==> src/rtl/ieeedrv_pkg.sv <==
// Shared types for the IEEE drive SD-host arbitration logic.
package ieeedrv_pkg;

  localparam int unsigned LBA_W = 32;
  localparam int unsigned CNT_W = 6;
  localparam int unsigned DAT_W = 8;

  typedef struct packed {
    logic [LBA_W-1:0] lba;
    logic [CNT_W-1:0] blk_cnt;
    logic             rd;
    logic             wr;
  } sd_req_t;

  typedef enum logic [2:0] {
    DRAIN,
    IDLE,
    ISSUE,
    XFER,
    RELEASE
  } arb_state_t;

endpackage

==> src/rtl/ieeedrv_sd_arb_if.sv <==
// Requester-side and host-side signals of the shared SD channel arbiter.
interface ieeedrv_sd_arb_if #(
  parameter int unsigned NREQ = 2,
  parameter int unsigned GW   = (NREQ > 1) ? $clog2(NREQ) : 1
);
  import ieeedrv_pkg::*;

  logic [NREQ-1:0][LBA_W-1:0] req_lba;
  logic [NREQ-1:0][CNT_W-1:0] req_blk_cnt;
  logic [NREQ-1:0]            req_rd;
  logic [NREQ-1:0]            req_wr;
  logic [NREQ-1:0]            req_ack;
  logic [NREQ-1:0][DAT_W-1:0] req_buff_din;
  logic [NREQ-1:0]            req_err;
  logic [LBA_W-1:0]           sd_lba;
  logic [CNT_W-1:0]           sd_blk_cnt;
  logic                       sd_rd;
  logic                       sd_wr;
  logic                       sd_ack;
  logic [DAT_W-1:0]           sd_buff_din;
  logic [GW-1:0]              grant;
  logic                       active;

  modport master (
    input  req_lba, req_blk_cnt, req_rd, req_wr, req_buff_din, sd_ack,
    output req_ack, req_err, sd_lba, sd_blk_cnt, sd_rd, sd_wr, sd_buff_din,
           grant, active
  );

  modport slave (
    output req_lba, req_blk_cnt, req_rd, req_wr, req_buff_din, sd_ack,
    input  req_ack, req_err, sd_lba, sd_blk_cnt, sd_rd, sd_wr, sd_buff_din,
           grant, active
  );

endinterface

==> src/rtl/ieeedrv_rr_pick.sv <==
// Combinational round-robin picker: first pending index at or after ptr, wrapping.
module ieeedrv_rr_pick #(
  parameter int unsigned NREQ = 2,
  parameter int unsigned GW   = (NREQ > 1) ? $clog2(NREQ) : 1
) (
  input  logic [NREQ-1:0] pending,
  input  logic [GW-1:0]   ptr,
  output logic            valid,
  output logic [GW-1:0]   idx
);

  int unsigned   cand;
  logic [GW-1:0] cand_idx;

  always_comb begin
    valid    = 1'b0;
    idx      = '0;
    cand     = 0;
    cand_idx = '0;
    for (int unsigned k = 0; k < NREQ; k++) begin
      cand = 32'(ptr) + k;
      if (cand >= NREQ) cand = cand - NREQ;
      cand_idx = GW'(cand);
      if (!valid && pending[cand_idx]) begin
        valid = 1'b1;
        idx   = cand_idx;
      end
    end
  end

endmodule

==> src/rtl/ieeedrv_sd_arb.sv <==
// Round-robin arbiter sharing one SD host port between NREQ drive requesters,
// with an ack watchdog that drops and masks a requester the host never answers.
module ieeedrv_sd_arb
  import ieeedrv_pkg::*;
#(
  parameter int unsigned NREQ  = 2,
  parameter int unsigned TMO_W = 20
) (
  input  logic             clk_sys,
  input  logic             reset,
  ieeedrv_sd_arb_if.master bus
);

  localparam int unsigned GW = (NREQ > 1) ? $clog2(NREQ) : 1;

  arb_state_t       state_q, state_d;
  logic [GW-1:0]    ptr_q, ptr_d;
  logic [GW-1:0]    grant_q, grant_d;
  sd_req_t          req_q, req_d;
  logic             active_q, active_d;
  logic [TMO_W-1:0] tmo_q, tmo_d;
  logic [NREQ-1:0]  mask_q, mask_d;
  logic [NREQ-1:0]  err_q, err_d;

  logic [NREQ-1:0]  raw_c;
  logic [NREQ-1:0]  pend_c;
  logic             pick_valid_c;
  logic [GW-1:0]    pick_idx_c;
  logic [GW-1:0]    grant_nxt_c;

  assign raw_c  = bus.req_rd | bus.req_wr;
  assign pend_c = raw_c & ~mask_q;

  ieeedrv_rr_pick #(
    .NREQ (NREQ),
    .GW   (GW)
  ) u_pick (
    .pending (pend_c),
    .ptr     (ptr_q),
    .valid   (pick_valid_c),
    .idx     (pick_idx_c)
  );

  // Explicit wrap so non-power-of-two NREQ never lands on an empty index.
  assign grant_nxt_c = (32'(grant_q) == NREQ - 1) ? '0 : grant_q + GW'(1);

  // Next-state and next-register logic.
  always_comb begin
    state_d  = state_q;
    ptr_d    = ptr_q;
    grant_d  = grant_q;
    req_d    = req_q;
    active_d = active_q;
    tmo_d    = tmo_q;
    err_d    = '0;
    mask_d   = mask_q & raw_c;

    unique case (state_q)
      DRAIN: begin
        if (!bus.sd_ack) state_d = IDLE;
      end
      IDLE: begin
        if (pick_valid_c) begin
          grant_d       = pick_idx_c;
          req_d.lba     = bus.req_lba[pick_idx_c];
          req_d.blk_cnt = bus.req_blk_cnt[pick_idx_c];
          req_d.rd      = bus.req_rd[pick_idx_c];
          req_d.wr      = !bus.req_rd[pick_idx_c];
          active_d      = 1'b1;
          tmo_d         = '0;
          state_d       = ISSUE;
        end
      end
      ISSUE: begin
        tmo_d = tmo_q + TMO_W'(1);
        if (bus.sd_ack) begin
          req_d.rd = 1'b0;
          req_d.wr = 1'b0;
          state_d  = XFER;
        end else if (&tmo_d) begin
          req_d.rd         = 1'b0;
          req_d.wr         = 1'b0;
          active_d         = 1'b0;
          err_d[grant_q]   = 1'b1;
          mask_d[grant_q]  = 1'b1;
          ptr_d            = grant_nxt_c;
          state_d          = IDLE;
        end
      end
      XFER: begin
        if (!bus.sd_ack) begin
          active_d = 1'b0;
          state_d  = RELEASE;
        end
      end
      RELEASE: begin
        ptr_d   = grant_nxt_c;
        state_d = IDLE;
      end
      default: state_d = DRAIN;
    endcase
  end

  always_ff @(posedge clk_sys) begin
    if (reset) begin
      state_q  <= DRAIN;
      ptr_q    <= '0;
      grant_q  <= '0;
      req_q    <= '0;
      active_q <= 1'b0;
      tmo_q    <= '0;
      mask_q   <= '0;
      err_q    <= '0;
    end else begin
      state_q  <= state_d;
      ptr_q    <= ptr_d;
      grant_q  <= grant_d;
      req_q    <= req_d;
      active_q <= active_d;
      tmo_q    <= tmo_d;
      mask_q   <= mask_d;
      err_q    <= err_d;
    end
  end

  assign bus.sd_lba     = req_q.lba;
  assign bus.sd_blk_cnt = req_q.blk_cnt;
  assign bus.sd_rd      = req_q.rd;
  assign bus.sd_wr      = req_q.wr;
  assign bus.grant      = grant_q;
  assign bus.active     = active_q;
  assign bus.req_err    = err_q;

  // Ack and write data follow the grant only while a transaction is open.
  always_comb begin
    bus.req_ack     = '0;
    bus.sd_buff_din = '0;
    if (active_q) begin
      bus.req_ack[grant_q] = bus.sd_ack;
      bus.sd_buff_din      = bus.req_buff_din[grant_q];
    end
  end

endmodule
==> src/flat_wrapper.sv <==
// flat-port wrapper written by rule: the top's interface ports become plain ports
module ieeedrv_sd_arb_flat import ieeedrv_pkg::*;
#(
  parameter int unsigned NREQ  = 2,
  parameter int unsigned TMO_W = 20
)
  (clk_sys, reset, bus_req_lba, bus_req_blk_cnt, bus_req_rd, bus_req_wr, bus_req_buff_din, bus_sd_ack, bus_req_ack, bus_req_err, bus_sd_lba, bus_sd_blk_cnt, bus_sd_rd, bus_sd_wr, bus_sd_buff_din, bus_grant, bus_active);
  ieeedrv_sd_arb_if #(.NREQ(NREQ)) bus_i ();
  input  logic clk_sys;
  input  logic reset;
  input wire logic [$bits(bus_i.req_lba)-1:0] bus_req_lba;
  input wire logic [$bits(bus_i.req_blk_cnt)-1:0] bus_req_blk_cnt;
  input wire logic [$bits(bus_i.req_rd)-1:0] bus_req_rd;
  input wire logic [$bits(bus_i.req_wr)-1:0] bus_req_wr;
  input wire logic [$bits(bus_i.req_buff_din)-1:0] bus_req_buff_din;
  input wire logic [$bits(bus_i.sd_ack)-1:0] bus_sd_ack;
  output wire logic [$bits(bus_i.req_ack)-1:0] bus_req_ack;
  output wire logic [$bits(bus_i.req_err)-1:0] bus_req_err;
  output wire logic [$bits(bus_i.sd_lba)-1:0] bus_sd_lba;
  output wire logic [$bits(bus_i.sd_blk_cnt)-1:0] bus_sd_blk_cnt;
  output wire logic [$bits(bus_i.sd_rd)-1:0] bus_sd_rd;
  output wire logic [$bits(bus_i.sd_wr)-1:0] bus_sd_wr;
  output wire logic [$bits(bus_i.sd_buff_din)-1:0] bus_sd_buff_din;
  output wire logic [$bits(bus_i.grant)-1:0] bus_grant;
  output wire logic [$bits(bus_i.active)-1:0] bus_active;
  assign bus_i.req_lba = bus_req_lba;
  assign bus_i.req_blk_cnt = bus_req_blk_cnt;
  assign bus_i.req_rd = bus_req_rd;
  assign bus_i.req_wr = bus_req_wr;
  assign bus_i.req_buff_din = bus_req_buff_din;
  assign bus_i.sd_ack = bus_sd_ack;
  assign bus_req_ack = bus_i.req_ack;
  assign bus_req_err = bus_i.req_err;
  assign bus_sd_lba = bus_i.sd_lba;
  assign bus_sd_blk_cnt = bus_i.sd_blk_cnt;
  assign bus_sd_rd = bus_i.sd_rd;
  assign bus_sd_wr = bus_i.sd_wr;
  assign bus_sd_buff_din = bus_i.sd_buff_din;
  assign bus_grant = bus_i.grant;
  assign bus_active = bus_i.active;
  ieeedrv_sd_arb #(.NREQ(NREQ), .TMO_W(TMO_W)) u_core (.clk_sys(clk_sys), .reset(reset), .bus(bus_i));
endmodule
==> config.mk <==
export PLATFORM = sky130hd
export DESIGN_NAME = ieeedrv_sd_arb_flat
export DESIGN_NICKNAME = d
export VERILOG_FILES = /design/src/rtl/ieeedrv_pkg.sv /design/src/rtl/ieeedrv_sd_arb_if.sv /design/src/rtl/ieeedrv_rr_pick.sv /design/src/rtl/ieeedrv_sd_arb.sv /design/src/flat_wrapper.sv
export SDC_FILE = /design/constraint.sdc
export NUM_CORES = 1
export LEC_CHECK = 0
export CAP_MARGIN = 20
export CORE_UTILIZATION = 39
export CTS_CLUSTER_DIAMETER = 200
export CTS_CLUSTER_SIZE = 30
export DETAILED_ROUTE_END_ITERATION = 12
export GPL_TIMING_DRIVEN = 1
export PLACE_DENSITY = 0.74
export RECOVER_POWER = 100
export SLEW_MARGIN = 25
export SYNTH_ARGS = -nofsm -noshare
export SYNTH_HDL_FRONTEND = slang
export SYNTH_SLANG_ARGS = --single-unit
==> constraint.sdc <==
create_clock -name clk_sys -period 2.09 [get_ports clk_sys]
set_input_delay 0.3135 -clock clk_sys [delete_from_list [all_inputs] [get_ports clk_sys]]
set_output_delay 0.3135 -clock clk_sys [all_outputs]
set_load 0.02 [all_outputs]
==> impl_metrics.ini, run 1 <==
[status]
status = complete, but fails checks
violations = setup timing

[setup_path]
required_ps = 2380
critPathArrivalTime_ps = 2460
r2r_start = u_core.tmo_q[11]
ff2ff_setup_slack_ps = -80
cp-end-kind = flop
cp_max_fo = 6
crit_path_start_kind = flop
critPathLaunch = u_core.tmo_q[11]
crit_type = flop to flop

[yosys]
synthArstFlopShare_pct = 0
syn_area_per_cell_sq_um = 8.53
ys_seq_area_share_pct = 37.3
synthCells = 440
ys_types = 59
ys_seq_elements = 70
synth_warnings = 0
synth_edf_count = 0
synth-main-ff-cell = dfxtp_1
synth.cell_area_sq_mm = 0.00375
syn-num-nets = 541

[route]
drt-initial-drc-count = 164
post_drt_via_cell_ratio = 5.31
wl_per_cell_um = 15.0
top_layer = met4
drtAntennaViolNets = 0
wl_met2_um = 5760
met1_length_um = 4680
num_vias = 4023
wl_met3_um = 766
first_pass_iters = 4
drc = 0
wl_um = 11400

[final_layout]
layout.cells.non_filler = 758
num_antenna_cells = 0
area_growth_syn_to_layout_pct = 59.6
final_cell_mix = clkdlybuf4s50_1 (106), nor2_1 (77), dfxtp_1 (57)
final_area_sq_mm = 0.00599
fillers = 812
drive_gt1_share_pct = 18.6
nets = 727
mostFrequentLayoutCell = clkdlybuf4s50_1

[timing]
worst_pin_slew_ps = 428
rsz0062_at_grt = yes
post-route-period-util_pct = 104
fin_hold_ws_ps = 380
max_slew_margin_pct = 71.2
period_needed_ps = 2170
report.final.slew_viol_count = 0
timing.final.ws_setup_ps = -82.1
fmax_mhz = 460
fin_skew_ps = 7.06
setup_viol = 9
hold_viol = 0
tns_ps = -504

[global_route]
grt_max_degree = 51
grt_pass1_wl_um = 18600
overflow = 0
antenna_found_initial = 0
groute.usage.overall_pct = 23.1
grt_pass1_vias = 3977

[die]
start_util_pct = 40.4
fp.dieW_um = 100
die_h_um = 100
rows = 35
die-area_sq_mm = 0.0100
core_area_sq_mm = 0.00928
io_pins = 153

[power]
p_leak_nw = 2.33
ir_drop_uv = 565
powerDensity_mw_per_mm2 = 898

[placement]
dp_slack_ps = -104
numPortBuffers = 152
place.gp.congestion = 0.923
place_area_sq_mm = 0.00583
dp_cells = 744
dp_hpwl_um = 8550

[job]
drv_cap = 0

[clock_network]
cts_tree = yes
clock_latency_ps = 350
cts.sinks = 70
cts_root_buf = clkbuf_8
cts_hold_buf = 0
htreeDepth = 3
cts-buffers-inserted = 9
path_clk_slew_ps = 80
cts_buffer_depth = 2

[min_path]
min_path_type = input pin to flop
min-delay-start = reset
==> worst max-delay path, cell delays in order, from the launching register on <==
cell,delay [ps]
dfxtp_2,340
nand4_1,180
or4_4,600
or3_4,370
a21oi_4,140
and3_4,210
buf_6,120
o2111a_1,160
==> path summary, 6_finish.rpt <==
| kind | cells after the start | to |
|---|---|---|
| max | 7 | u_core.state_q[0] |
| min | 2 | u_core.tmo_q[14] |
| max reg2reg | 7 | u_core.state_q[0] |
| min reg2reg | 2 | u_core.bus.sd_lba[24] |
==> metrics by stage <==
stage	power [mW]	utilization [%]
detailed placement	4.62	62.7
global route	5.72	64.6
CTS	5.57	64.8
floorplan	3.32	-
global placement	4.57	62.7
finish	5.38	64.6
==> logic make-up (layout without fill, tap and decap cells) <==
group / after synthesis / in the layout / synth area share (%)
AOI/OAI and AO/OA: 118 / 118 / 22.2
muxes: 47 / 47 / 12.5
and+or+nand+nor: 159 / 159 / 22.0
buffers and inverters: 42 / 231 / 4.83
adders and majority gates: 2 / 2 / 0.666
DFF: 70 / 70 / 37.3
xor gates and xnor gates: 2 / 2 / 0.467
==> routing by layer <==
metal	track usage, %	vias up
met5	0	-
met4	7.92	0
met3	5.99	19
met2	40.5	144
met1	27.4	1859
li1	-	2001
==> layout make-up <==
class | count | area [sq um] | area share [%]
multi-input combinational | 328 | 2260 | 37.7
timing repair buffer | 212 | 1970 | 32.9
sequential | 70 | 1430 | 23.8
tap | 129 | 161 | 2.69
clock buffer | 12 | 145 | 2.42
inverter | 5 | 20.0 | 0.334
clock inverter | 2 | 10.0 | 0.167
==> flip-flops by register name (all words and copies together), names as in the netlist <==
name / cells
u_core.bus.sd_lba: 32
u_core.tmo_q: 20
u_core.bus.sd_blk_cnt: 6
u_core.state_q: 3
u_core.bus.req_err: 2
u_core.mask_q: 2
u_core.bus.active: 1
u_core.bus.grant: 1
u_core.bus.sd_rd: 1
u_core.bus.sd_wr: 1
u_core.ptr_q: 1
==> power breakdown <==
part	internal [mW]	switching, mW	total [mW]	leakage, nW
logic	1.19	1.43	2.62	1.67
registers	1.64	0.182	1.82	0.579
clock network	0.448	0.496	0.943	0.0821
total	3.27	2.11	5.38	2.33
==> cell usage after synthesis (all sizes together), types with 2 or more instances <==
cell type  instances  area share (%)
o22ai              3            0.50
nand4b             3            0.70
nand3              7             1.2
a311oi             6             1.4
a22oi              2            0.40
o21bai             3            0.60
a21oi             25             3.5
nand2             20             2.0
nand4              8             2.1
a21o               3            0.63
or3                2            0.33
nor2              77             7.7
buf               10             1.6
nand2b             3            0.50
o21ba              2            0.53
or4                4            0.90
or2                2            0.33
nor3b              3            0.60
nor3               7            0.93
nand3b             6             1.2
o21ai             15             2.0
a31oi              6             1.0
inv                4            0.40
ha                 2            0.67
o41ai              2            0.47
and3               7             1.2
dfxtp             70              37
clkbuf            27             2.7
xnor2              2            0.47
nor4               3            0.67
and4               2            0.50
mux2i             47              13
a211oi            42             8.4
==> repair_timing <==
action                     in CTS  in global routing
setup buffers                   1                  0
pin swaps                       7                  5
gates resized for setup        12                  7
setup endpoints to repair      19                 13
No activity file was read; power rests on OpenSTA's default activity.
==> inputs of run 2 (changes only) <==
--- a/config.mk
+++ b/config.mk
@@ -6,10 +6,12 @@
 export NUM_CORES = 1
 export LEC_CHECK = 0
 export CAP_MARGIN = 20
+export CORE_MARGIN = 4
 export CORE_UTILIZATION = 39
 export CTS_CLUSTER_DIAMETER = 200
 export CTS_CLUSTER_SIZE = 30
 export DETAILED_ROUTE_END_ITERATION = 12
+export GPL_ROUTABILITY_DRIVEN = 0
 export GPL_TIMING_DRIVEN = 1
 export PLACE_DENSITY = 0.74
 export RECOVER_POWER = 100
==> run 2 against run 1 <==
  * The run still ends with setup timing left
  * Count of clock-buffer cells in the layout decreased by 1
  * Via count is 0.20% higher
  * Cell area increased by 3.2%
  * Routed wire length is 5.6% higher
  * Sequential share of layout area down 0.58 points
  * Combinational power is essentially flat
  * Sequential power is essentially flat
  * First-iteration DRC count grew 12%
==> impl_metrics.ini, run 2 (same netlist as run 1, synthesis figures left out) <==
[setup_path]
required_ps = 2390
r2r_start = u_core.tmo_q[11]
worst_path_max_delay_cell = or4_4
critPathArrivalTime_ps = 2530
crit_cells = 7
path_buf_inv = 1
cp-end-kind = flop
ff2ff_setup_slack_ps = -140
slowest_delay_ps = 620
crit_chain = nand4_1 -> or4_4 -> or3_4 -> a21oi_4 -> and3_4 -> buf_6 -> and3b_2
rr_worst_depth = 7
r2r-end = u_core.bus.req_err[0]
crit_path_start_kind = flop
crit_type = flop to flop
endpoint = u_core.bus.req_err[0]
critical-path-top-delay-family = simple AND/OR/NAND/NOR gates
critPathLaunch = u_core.tmo_q[11]
cp_max_fo = 5

[clock_network]
cts_root_buf = clkbuf_8
cts_hold_buf = 0
cts.sinks = 70
cts_tree = yes
cts_buffer_depth = 2
cts-buffers-inserted = 9
htreeDepth = 3
path_clk_slew_ps = 80
clock_latency_ps = 360

[final_layout]
nets = 731
final_util_pct = 66.3
fillers = 778
mostFrequentLayoutCell = clkdlybuf4s50_1
drive_gt1_share_pct = 20.3
largest_register_ffs = 32
final_area_sq_mm = 0.00619
area_growth_syn_to_layout_pct = 64.7
num_antenna_cells = 0
final_cell_mix = clkdlybuf4s50_1 (98), nor2_1 (76), dfxtp_1 (57)

[status]
violations = setup timing
status = complete, but fails checks

[power]
powerDensity_mw_per_mm2 = 943
p_leak_nw = 2.42
ir_drop_uv = 516

[die]
start_util_pct = 40.3
die-area_sq_mm = 0.0113
rows = 35
io_pins = 153
core_area_sq_mm = 0.00933
fp.dieW_um = 106
die_h_um = 106

[timing]
hold_viol = 0
fin_skew_ps = 10.9
report.final.slew_viol_count = 0
max_slew_margin_pct = 65.5
worst_pin_slew_ps = 518
rsz0062_at_grt = yes
setup_viol = 10
timing.final.ws_setup_ps = -140
period_needed_ps = 2230
post-route-period-util_pct = 107
fmax_mhz = 448

[min_path]
min_path_type = input pin to flop

[job]
drv_cap = 0

[route]
num_vias = 4031
wl_met2_um = 6230
drc = 0
top_layer = met4
drt-initial-drc-count = 184
wl_met3_um = 757
wl_per_cell_um = 15.8
wl_um = 12000
first_pass_iters = 4
post_drt_via_cell_ratio = 5.28
met1_length_um = 4850
drtAntennaViolNets = 0

[placement]
dp_hpwl_um = 9040
place_area_sq_mm = 0.00578
numPortBuffers = 152

[global_route]
grt_pass1_vias = 3941
antenna_found_initial = 0
grt_pass1_wl_um = 19200
grt_max_degree = 78
overflow = 0
groute.usage.overall_pct = 20.9
[run 2: report_power, final]
group	total [mW]	switching [mW]	internal, mW
registers	1.83	0.195	1.64
logic	2.61	1.47	1.14
clock network	1.39	0.532	0.860
total	5.83	2.20	3.64
[run 2: metrics by stage]
| stage | setup TNS, ps | setup WS [ps] | hold WS [ps] | std cells | total power [mW] |
|---|---|---|---|---|---|
| after floorplan | -29.3 | -14.3 | 472 | 440 | 3.32 |
| after global placement | -798 | -105 | 487 | 738 | 4.55 |
| after detailed placement | -1630 | -171 | 490 | 738 | 4.62 |
| after CTS | -470 | -74.4 | 359 | 761 | 6.05 |
| after global routing | -3260 | -213 | 420 | 764 | 6.18 |
| final | -996 | -140 | 392 | 764 | 5.83 |
[run 2: area by class of cell]
cell class                      instances  area [sq um]  area share [%]
Sequential cell                        70          1440            23.2
Inverter                                5          20.0           0.324
Clock buffer                           11           151            2.45
Clock inverter                          5           104            1.68
Timing Repair Buffer                  216          1980            32.0
Multi-Input combinational cell        328          2330            37.7
Tap cell                              129           161            2.61
[run 2: how the worst min path moves through the flow]
stage                     startpoint               endpoint  slack [ps]  cells after the start
6_report                       reset       u_core.tmo_q[19]         390                      2
5_1_grt                        reset       u_core.tmo_q[10]         420                      2
4_1_cts                        reset       u_core.tmo_q[19]         360                      2
3_5_place_dp   u_core.bus.sd_lba[24]  u_core.bus.sd_lba[24]         490                      2
3_3_place_gp    u_core.bus.sd_lba[3]   u_core.bus.sd_lba[3]         490                      2
2_1_floorplan       u_core.tmo_q[18]       u_core.tmo_q[18]         470                      1
[run 2: repair_timing]
item / CTS / global route
endpoints found under the setup margin: 22 / 21
setup buffers: 7 / 3
endpoints found under the hold margin: 0 / 0
gates cloned: 1 / 0
pin swaps: 8 / 5
gates resized for setup: 21 / 21
[run 2: layer usage]
metal	global-route usage (%)	up-vias
met2	36.1	122
met3	5.22	18
met1	25.2	1878
li1	-	2013
met4	7.40	0
met5	0	-
